`config.mk`:
```
export PLATFORM = sky130hd
export DESIGN_NAME = traffic_light_nway_flat
export DESIGN_NICKNAME = d
export VERILOG_FILES = /design/src/rtl/traffic_light_nway_if.sv /design/src/rtl/traffic_light_nway.sv /design/src/flat_wrapper.sv
export SDC_FILE = /design/constraint.sdc
export NUM_CORES = 1
export LEC_CHECK = 0
export CORE_ASPECT_RATIO = 1.5
export CORE_MARGIN = 10
export CORE_UTILIZATION = 50
export DETAILED_ROUTE_END_ITERATION = 16
export GPL_ROUTABILITY_DRIVEN = 0
export GPL_TIMING_DRIVEN = 0
export HOLD_SLACK_MARGIN = 0.02
export MAX_ROUTING_LAYER = met4
export PLACE_DENSITY_LB_ADDON = 0.25
export SYNTH_ARGS = -nofsm -noshare
export SYNTH_HDL_FRONTEND = slang
export SYNTH_SLANG_ARGS = --single-unit
```
`constraint.sdc`:
```
create_clock -name clk -period 2.8 [get_ports clk]
set_input_delay 0.56 -clock clk [delete_from_list [all_inputs] [get_ports clk]]
set_output_delay 0.56 -clock clk [all_outputs]
set_load 0.02 [all_outputs]
```
`src/rtl/traffic_light_nway_if.sv`:
```
// Sensor/tick inputs and lamp/status outputs of the N-way traffic-light controller.
interface traffic_light_nway_if #(
    parameter int N_WAYS = 4
);
    logic                      tick;
    logic [N_WAYS-1:0]         sensor;
    logic [2*N_WAYS-1:0]       lights;
    logic [$clog2(N_WAYS)-1:0] active_way;
    logic [1:0]                phase;

    modport master (output tick, sensor, input lights, active_way, phase);
    modport slave  (input tick, sensor, output lights, active_way, phase);
endinterface

```
`src/rtl/traffic_light_nway.sv`:
```
// N-approach traffic-light controller: timed green/yellow/all-red phases on a tick
// timebase, latched per-approach demand and round-robin service of waiting approaches.
module traffic_light_nway_lane #(
    parameter int IDX = 0
) (
    input  logic       clk,
    input  logic       reset_n,
    input  logic       sensor,
    input  logic       clr,
    input  logic       own,
    input  logic [1:0] nxt_phase,
    output logic       demand,
    output logic [1:0] lamp
);
    localparam logic [1:0] L_GREEN  = 2'b00;
    localparam logic [1:0] L_YELLOW = 2'b01;
    localparam logic [1:0] L_RED    = 2'b11;

    // Lamp is decoded from the next state so it changes on the same edge as phase.
    always_ff @(posedge clk or negedge reset_n) begin
        if (!reset_n) begin
            demand <= 1'b0;
            lamp   <= (IDX == 0) ? L_GREEN : L_RED;
        end else begin
            demand <= clr ? 1'b0 : (demand | sensor);
            if (!own)                    lamp <= L_RED;
            else if (nxt_phase == 2'b00) lamp <= L_GREEN;
            else if (nxt_phase == 2'b01) lamp <= L_YELLOW;
            else                         lamp <= L_RED;
        end
    end
endmodule

module traffic_light_nway #(
    parameter int N_WAYS    = 4,
    parameter int CNT_W     = 8,
    parameter int GREEN_MIN = 10,
    parameter int GREEN_MAX = 40,
    parameter int YELLOW_T  = 4,
    parameter int ALLRED_T  = 2
) (
    input  logic                 clk,
    input  logic                 reset_n,
    traffic_light_nway_if.slave  bus
);
    localparam int AW = $clog2(N_WAYS);
    localparam logic [1:0] PH_GREEN  = 2'b00;
    localparam logic [1:0] PH_YELLOW = 2'b01;
    localparam logic [1:0] PH_ALLRED = 2'b10;
    localparam logic [CNT_W:0]   G_MIN  = (CNT_W+1)'(GREEN_MIN);
    localparam logic [CNT_W:0]   G_MAX  = (CNT_W+1)'(GREEN_MAX);
    localparam logic [CNT_W:0]   Y_T    = (CNT_W+1)'(YELLOW_T);
    localparam logic [CNT_W:0]   AR_T   = (CNT_W+1)'(ALLRED_T);
    localparam logic [CNT_W-1:0] T_SAT  = {CNT_W{1'b1}};

    logic [1:0]              phase_q, nxt_phase;
    logic [AW-1:0]           way_q, nxt_way, pick_way;
    logic [CNT_W-1:0]        timer_q, nxt_timer;
    logic [CNT_W:0]          t;
    logic                    enter_green, other;
    logic [N_WAYS-1:0]       demand, clr_vec, own_vec;
    logic [N_WAYS-1:0][1:0]  lamp;

    genvar g;
    generate
        for (g = 0; g < N_WAYS; g++) begin : g_lane
            traffic_light_nway_lane #(.IDX(g)) u_lane (
                .clk       (clk),
                .reset_n   (reset_n),
                .sensor    (bus.sensor[g]),
                .clr       (clr_vec[g]),
                .own       (own_vec[g]),
                .nxt_phase (nxt_phase),
                .demand    (demand[g]),
                .lamp      (lamp[g])
            );
        end
    endgenerate

    always_ff @(posedge clk or negedge reset_n) begin
        if (!reset_n) begin
            phase_q <= PH_GREEN;
            way_q   <= '0;
            timer_q <= '0;
        end else begin
            phase_q <= nxt_phase;
            way_q   <= nxt_way;
            timer_q <= nxt_timer;
        end
    end

    always_comb begin
        other = 1'b0;
        for (int i = 0; i < N_WAYS; i++)
            if (way_q != AW'(i) && demand[i]) other = 1'b1;
    end

    // Scan from the farthest distance down so the nearest waiting approach after
    // the current owner wins; the owner itself is distance N_WAYS (checked first).
    always_comb begin
        pick_way = way_q;
        for (int d = N_WAYS; d >= 1; d--)
            for (int k = 0; k < N_WAYS; k++)
                if (way_q == AW'(k) && demand[(k + d) % N_WAYS])
                    pick_way = AW'((k + d) % N_WAYS);
    end

    always_comb begin
        t           = {1'b0, timer_q} + {{CNT_W{1'b0}}, 1'b1};
        nxt_phase   = phase_q;
        nxt_way     = way_q;
        enter_green = 1'b0;
        case (phase_q)
            PH_GREEN:
                if (bus.tick && t >= G_MIN && other && (!bus.sensor[way_q] || t >= G_MAX))
                    nxt_phase = PH_YELLOW;
            PH_YELLOW:
                if (bus.tick && t == Y_T) nxt_phase = PH_ALLRED;
            PH_ALLRED:
                if (bus.tick && t == AR_T) begin
                    nxt_phase   = PH_GREEN;
                    nxt_way     = pick_way;
                    enter_green = 1'b1;
                end
            default: begin
                nxt_phase   = PH_GREEN;
                enter_green = 1'b1;
            end
        endcase
    end

    always_comb begin
        nxt_timer = timer_q;
        if (phase_q == 2'b11 || nxt_phase != phase_q) nxt_timer = '0;
        else if (bus.tick && timer_q != T_SAT)        nxt_timer = timer_q + 1'b1;
        for (int i = 0; i < N_WAYS; i++) begin
            own_vec[i] = (nxt_way == AW'(i));
            clr_vec[i] = enter_green && (nxt_way == AW'(i));
        end
    end

    assign bus.lights     = lamp;
    assign bus.phase      = phase_q;
    assign bus.active_way = way_q;
endmodule

```
`src/flat_wrapper.sv`:
```
// flat-port wrapper written by rule: the top's interface ports become plain ports
module traffic_light_nway_flat 
#(
    parameter int N_WAYS    = 4,
    parameter int CNT_W     = 8,
    parameter int GREEN_MIN = 10,
    parameter int GREEN_MAX = 40,
    parameter int YELLOW_T  = 4,
    parameter int ALLRED_T  = 2
)
  (clk, reset_n, bus_tick, bus_sensor, bus_lights, bus_active_way, bus_phase);
  traffic_light_nway_if #(.N_WAYS(N_WAYS)) bus_i ();
  input  logic clk;
  input  logic reset_n;
  input wire logic [$bits(bus_i.tick)-1:0] bus_tick;
  input wire logic [$bits(bus_i.sensor)-1:0] bus_sensor;
  output wire logic [$bits(bus_i.lights)-1:0] bus_lights;
  output wire logic [$bits(bus_i.active_way)-1:0] bus_active_way;
  output wire logic [$bits(bus_i.phase)-1:0] bus_phase;
  assign bus_i.tick = bus_tick;
  assign bus_i.sensor = bus_sensor;
  assign bus_lights = bus_i.lights;
  assign bus_active_way = bus_i.active_way;
  assign bus_phase = bus_i.phase;
  traffic_light_nway #(.N_WAYS(N_WAYS), .CNT_W(CNT_W), .GREEN_MIN(GREEN_MIN), .GREEN_MAX(GREEN_MAX), .YELLOW_T(YELLOW_T), .ALLRED_T(ALLRED_T)) u_core (.clk(clk), .reset_n(reset_n), .bus(bus_i));
endmodule
```
==> flow_summary.yaml, run 1 <==
synth:
  synth_compound_area_share_pct: 18.8
  yosys.area_share.xor_xnor_pct: 2.81
  most_used_flip_flop_cell_after_synthesis: "dfrtp_1"
  portion_of_synthesized_cell_area_occupied_by_the_leading_cell_type_pct: 28.9
  synth.net_count: 190
  synth.mux.area_fraction_pct: 3.46
  post_synth.cell_area_avg_um2: 8.65
  synthesis.yosys.warnings: 0
  async_flop_share_pct: 100
  netlist-cell-type-count: 43
  syn_area_mm2: 0.00156
  synthesized_flop_and_latch_total: 24
  largest_family_of_logic_cells_by_synthesized_area: "simple AND/OR/NAND/NOR gates"
  synth_top_area_cell: "dfrtp_1"
  yosys.area_share.adder_pct: 2.41
  yosysSeqAreaShare_pct: 39.1
  yosys.area_share.simple_pct: 27.6
  netlist_instances: 180
  number_of_synthesized_flops_with_an_enable_pin: 0
  synth_area_leaders: "dfrtp_1 (29%), dfstp_2 (10%), and3_1 (4.8%)"
clock_tree:
  clock_insertion_delay_at_the_later_pin_of_the_skew_report_ps: 280
  numCtsBuffers: 3
  cts_sinks: 24
  htree_depth: 1
  clock_tree.root_cell: "clkbuf_8"
  clkTransAtPathRegs_ps: 80
  tritoncts: "yes"
  cts_buffer_depth: 2
  hold_buffers: 0
final_layout:
  finish.instance_area_mm2: 0.00186
  antenna_cells_inserted: 0
  area.growth.synth_to_final_pct: 19.4
  drive_gt1_share_pct: 11.4
  mostFrequentLayoutCells: "clkdlybuf4s50_1 (18), dfrtp_1 (18), nand2_1 (17)"
  layout.cells.non_filler: 241
  nets: 213
setup_path:
  endpoint_kind: "flip-flop"
  critPathMaxFanout: 10
  critical_path.slowest_cell: "dfrtp_1"
  cp_data_required_time_ps: 2970
  crit_arrival_ps: 2700
  worst_setup_path_start_kind: "flip-flop"
  criticalPathCategory: "reg2reg"
  crit_path_cell_trace: "ha_1 -> nand3b_1 -> a311oi_1 -> nor3_1 -> o31ai_1 -> a2bb2oi_1 -> o211ai_1 -> clkbuf_2 -> and3_1"
  cp_slowest_stage_delay_ps: 460
detailed_routing:
  route.final.wire_length_um: 3680
  routed_wire_length_per_instance_um: 15.3
  detail_route.iter0.violations: 81
  antenna_violation_net_count_after_detailed_routing: 0
  drc: 0
  dr.pass1.iters: 4
  count_of_vias_placed_by_the_detailed_router: 1410
  vias_per_cell: 5.85
timing:
  fmax_mhz: 395
  timing.final.setup_violations: 0
  min_period_ps: 2530
  tightest_slew_ps: 1020
  setup_repair_after_global_routing_missed_its_margin: "false"
  final_hold_viol_count: 0
  relative_max_transition_margin_pct: 31.7
  tcrit_tclk_final_pct: 90.4
  timing_max_transition_violations_final: 0
  setup_slack_ps: 268
  setup_total_negative_slack_ps: 0
  clock_skew_ps: 4.27
die:
  std_cell_rows: 24
  die-area_mm2: 0.00579
  design.portCount: 19
  initial_utilization_pct: 52.9
  chipWidth_um: 65.6
  die_height_um: 88.3
  coreArea_mm2: 0.00294
placed_design:
  placedCellCount: 237
  dpl-instance-area_mm2: 0.00179
  place.port_buffers: 18
  place_worst_setup_slack_ps: 89.2
  post-dp-hpwl_um: 2910
power_and_ir_drop:
  ir_worst_vdd_v: 0.000430
  leakagePower_nw: 0.766
  p_total_mw: 1.44
  power.density_cell_area_mw_per_mm2: 773
global_route:
  grt_remaining_overflow: 0
  grt_antenna_before_repair: 0
  grt_first_pass_wirelength_um: 6200
  globalRouteTotalUtil_pct: 13.8
  grt_start_max_net_pins: 25
  first_global_vias: 1318
min_path:
  hold_path.class: "reg2reg"
run_status:
  run_status: "finished, final reports clean"
run:
  timing.max_cap.violations: 0
## state kept, by name, indices dropped and copies added (netlist names)
| signal | count |
|---|---|
| u_core.g_lane.u_lane.lamp | 8 |
| u_core.bus.active_way | 2 |
| u_core.g_lane.u_lane.demand | 4 |
| u_core.bus.phase | 2 |
| u_core.timer_q | 8 |
## power breakdown
part / total (mW) / internal [mW] / switching (mW) / leakage, nW
clock network: 0.306 / 0.191 / 0.115 / 0.0357
registers: 0.497 / 0.416 / 0.0807 / 0.280
logic: 0.633 / 0.287 / 0.346 / 0.450
total: 1.44 / 0.895 / 0.542 / 0.766
## worst max-delay path, delay by kind of cell (launching register included)
kind | cells | cell delay (ps)
buf+inv | 1 | 230
compound gates | 4 | 950
flops | 1 | 460
fa+ha+maj | 1 | 360
simple gates | 3 | 420
## cell usage after synthesis, types with 3 or more instances
cell and count:
a31oi_1 3, inv_1 7, nor2b_1 4, a21oi_1 13, and3_1 12, o21ai_0 6, dfrtp_1 18, buf_6 3
ha_1 3, nand2b_1 6, xnor2_1 3, nor3_1 8, dfstp_2 6, clkbuf_1 3, nand2_1 17, o31ai_1 5
buf_2 4, nor2_1 16, nand3_1 9, o211ai_1 4
## layer usage
layer	track usage [%]	routed length [um]	share of wire, %
met1	14.4	1460	40
met3	2.53	129	3.5
met4	5.86	70	1.9
met5	-	0	0
met2	24.6	2020	55
## through the flow
stage          utilization, %  hold WS, ps
6_report                 63.1          645
5_1_grt                  63.1          713
4_1_cts                  63.1          643
3_5_place_dp             60.7          629
3_3_place_gp             60.7          631
2_1_floorplan               -          264
## cells by family (layout without fill, tap and decap cells)
kind of cell	after synthesis	after routing
xor+xnor	5	5
fa+ha+maj	3	3
compound gates	45	45
buf+inv	17	39
flops	24	24
mux	4	4
simple gates	82	82
## cell type report
type	count	area, um2
fillers	274	1080
multi-input cells	139	857
flip-flops and latches	24	608
repair buffers	18	180
plain buffers	10	66.3
well taps	39	48.8
clock buffers	3	41.3
clock inverters	1	30.0
inverters	7	26.3
## path summary, 6_finish.rpt
path                                                          start                                   endpoint  slack (ps)  depth (start not counted)
setup / recovery                      u_core.timer_q[0]$_DFFE_PN0P_              u_core.timer_q[6]$_DFFE_PN0P_         270                          9
hold / removal             u_core.g_lane[3].u_lane.demand$_DFF_PN0_   u_core.g_lane[3].u_lane.demand$_DFF_PN0_         650                          2
setup reg to reg                      u_core.timer_q[0]$_DFFE_PN0P_              u_core.timer_q[6]$_DFFE_PN0P_         270                          9
hold reg to reg            u_core.g_lane[3].u_lane.demand$_DFF_PN0_   u_core.g_lane[3].u_lane.demand$_DFF_PN0_         650                          2
max in group asynchronous                                   reset_n  u_core.g_lane[0].u_lane.lamp[0]$_DFF_PN0_        1350                          1
min in group asynchronous                                   reset_n              u_core.bus.phase[1]$_DFF_PN0_         840                          1
## repair_timing
item,4_1_cts,5_1_grt
endpoints found under the setup margin,0,5
buffers inserted,0,0
gates resized for setup,0,2
No activity file was read; power rests on OpenSTA's default activity.
==> run 2: changes to the inputs <==
--- a/config.mk
+++ b/config.mk
@@ -14,6 +14,7 @@
 export HOLD_SLACK_MARGIN = 0.02
 export MAX_ROUTING_LAYER = met4
 export PLACE_DENSITY_LB_ADDON = 0.25
+export SKIP_LAST_GASP = 1
 export SYNTH_ARGS = -nofsm -noshare
 export SYNTH_HDL_FRONTEND = slang
 export SYNTH_SLANG_ARGS = --single-unit
==> constraint.sdc (replaced) <==
create_clock -name clk -period 2.4 [get_ports clk]
set_input_delay 0.48 -clock clk [delete_from_list [all_inputs] [get_ports clk]]
set_output_delay 0.48 -clock clk [all_outputs]
set_load 0.02 [all_outputs]
==> run 2 against run 1 <==
Against the previous run:
- utilization increased by 5.6 points
- sequential share of layout area decreased by 2.6 points
- via count increased by 3.8%
- hold slack about the same
- clock skew decreased by 1.9 ps
- routed wire length increased by 6.8%
- flip-flop and latch count unchanged
- clock power increased by 17%
- cell area increased by 8.9%
- cell count increased by 2.9%
- fmax increased by 8.5%
- critical endpoint is now u_core.timer_q[5]$_DFFE_PN0P_
==> flow_summary.yaml, run 2 (synthesis gave the netlist of run 1 again) <==
setup_path:
  crit_cells: 9
  timing.critical_path.max_delay_family: "compound AO/OA/AOI/OAI gates"
  criticalPathCategory: "reg2reg"
  cp_slowest_stage_delay_ps: 440
  critical_path.slowest_cell: "dfrtp_2"
  cp_data_required_time_ps: 2570
  critPathMaxFanout: 5
  worst_setup_path_start_kind: "flip-flop"
  endpoint_kind: "flip-flop"
  critPathBufInv: 1
  worst-r2r-cell-count: 9
  crit_path_cell_trace: "ha_4 -> nand3b_1 -> a311oi_2 -> nor3_2 -> o31ai_2 -> a2bb2oi_2 -> o211ai_1 -> buf_4 -> and3_1"
  crit_arrival_ps: 2500
detailed_routing:
  routed_wire_length_per_instance_um: 15.9
  drc: 0
  count_of_vias_placed_by_the_detailed_router: 1464
  antenna_violation_net_count_after_detailed_routing: 0
  dr.pass1.iters: 4
  route.final.wire_length_um: 3930
  detail_route.iter0.violations: 88
  vias_per_cell: 5.90
final_layout:
  reg.largest.list: "u_core.g_lane.u_lane.lamp (8), u_core.timer_q (8), u_core.g_lane.u_lane.demand (4)"
  antenna_cells_inserted: 0
  finish.instance_area_mm2: 0.00202
  nets: 220
  drive_gt1_share_pct: 22.5
  area.growth.synth_to_final_pct: 30.0
  mostFrequentLayoutCells: "nand2_1 (17), clkdlybuf4s50_1 (17), dfrtp_1 (17)"
power_and_ir_drop:
  sw_frac_of_total_pct: 37.7
  clock_power_share_pct: 18.3
  seqPwrFrac_pct: 29.5
  ir_worst_vdd_v: 0.000582
  p_switching_mw: 0.736
  comb_power_share_pct: 52.2
  leakagePower_nw: 0.818
  power.density_cell_area_mw_per_mm2: 964
  p_int_mw: 1.21
  p_total_mw: 1.95
global_route:
  globalRouteMet1Util_pct: 14.7
  global_route.usage.met2_pct: 25.5
  grt_antenna_before_repair: 0
  gr-max-usage-layer: "met2"
  first_global_vias: 1349
  grt_remaining_overflow: 0
  globalRouteTotalUtil_pct: 14.2
  grt_start_max_net_pins: 25
  use_met3_pct: 2.53
  grt_first_pass_wirelength_um: 6370
clock_tree:
  cts_sinks: 24
  htree_depth: 1
  numCtsBuffers: 3
  clock_insertion_delay_at_the_later_pin_of_the_skew_report_ps: 270
  tritoncts: "yes"
  cts_buffer_depth: 2
  clock_tree.root_cell: "clkbuf_8"
  hold_buffers: 0
  clkTransAtPathRegs_ps: 80
min_path:
  hold_path.class: "reg2reg"
  timing.hold.worst_path_depth: 2
timing:
  fmax_mhz: 429
  clock_skew_ps: 2.33
  final_hold_viol_count: 0
  setup_total_negative_slack_ps: 0
  setup_slack_ps: 67.0
  timing_max_transition_violations_final: 0
  tcrit_tclk_final_pct: 97.2
  holdWs_ps: 646
  setup_repair_after_global_routing_missed_its_margin: "true"
  tightest_slew_ps: 1030
  min_period_ps: 2330
  timing.final.setup_violations: 0
  relative_max_transition_margin_pct: 31.0
die:
  initial_utilization_pct: 52.9
  chipWidth_um: 65.6
  std_cell_rows: 24
  coreArea_mm2: 0.00294
  die_height_um: 88.3
  design.portCount: 19
  die-area_mm2: 0.00579
placed_design:
  dpl-instance-area_mm2: 0.00179
  place_worst_setup_slack_ps: -231
  post-dp-hpwl_um: 2910
  place.port_buffers: 18
run:
  timing.max_cap.violations: 0
run_status:
  run_status: "finished, final reports clean"
-- run 2: cell count changes in the layout (fill, tap and decap cells not counted), moves of 2 or more --
cell     change
o31ai_1      -2
buf_4        +7
and3_4       +4
and3_1       -4
ha_4         +2
ha_1         -2
-- run 2: final cells by class --
class                      instances  area [um2]
tap                               39        48.8
clock inverter                     1        30.0
multi-input combinational        139         963
timing repair buffer              25         233
fill                             260         920
inverter                           7        26.3
sequential                        24         609
buffer                            10        71.3
clock buffer                       3        41.3
-- run 2: tightest hold or removal path: cells and delay by family, from the launching register on --
kind / cells / cell delay (ps)
AND/OR/NAND/NOR: 1 / 130
flip-flops: 1 / 440
AO/OA/AOI/OAI: 1 / 40
-- run 2: final timing paths --
check	start	end	slack, ps
max	u_core.timer_q[0]$_DFFE_PN0P_	u_core.timer_q[5]$_DFFE_PN0P_	70
min	u_core.g_lane[3].u_lane.demand$_DFF_PN0_	u_core.g_lane[3].u_lane.demand$_DFF_PN0_	650
max reg2reg	u_core.timer_q[0]$_DFFE_PN0P_	u_core.timer_q[5]$_DFFE_PN0P_	70
min reg2reg	u_core.g_lane[3].u_lane.demand$_DFF_PN0_	u_core.g_lane[3].u_lane.demand$_DFF_PN0_	650
max in group asynchronous	reset_n	u_core.timer_q[0]$_DFFE_PN0P_	950
min in group asynchronous	reset_n	u_core.g_lane[1].u_lane.demand$_DFF_PN0_	770
-- run 2: timing repair --
item	in CTS	in global routing
gates cloned	1	0
gates resized for setup	4	23
endpoints found under the hold margin	0	0
buffers inserted	4	2
endpoints found under the setup margin	10	16
pin swaps	3	4
-- run 2: layer usage --
| layer | routed length, um | vias up |
|---|---|---|
| met5 | 0 | - |
| met4 | 82 | 0 |
| met3 | 157 | 8 |
| met2 | 2230 | 47 |
| met1 | 1460 | 709 |
| li1 | - | 700 |
-- run 2: power groups by stage --
stage	sequential, mW	combinational (mW)	clock [mW]
after detailed placement	0.584	0.736	0
after floorplan	0.596	0.514	0
after global placement	0.575	0.713	0
after global routing	0.585	1.12	0.379
after CTS	0.567	0.805	0.363
final	0.576	1.02	0.357
-- run 2: metrics by stage --
step | instances | util (%)
after global routing | 248 | 68.8
after global placement | 237 | 60.7
final | 248 | 68.8
after CTS | 246 | 64.7
after floorplan | 180 | -
after detailed placement | 237 | 60.7
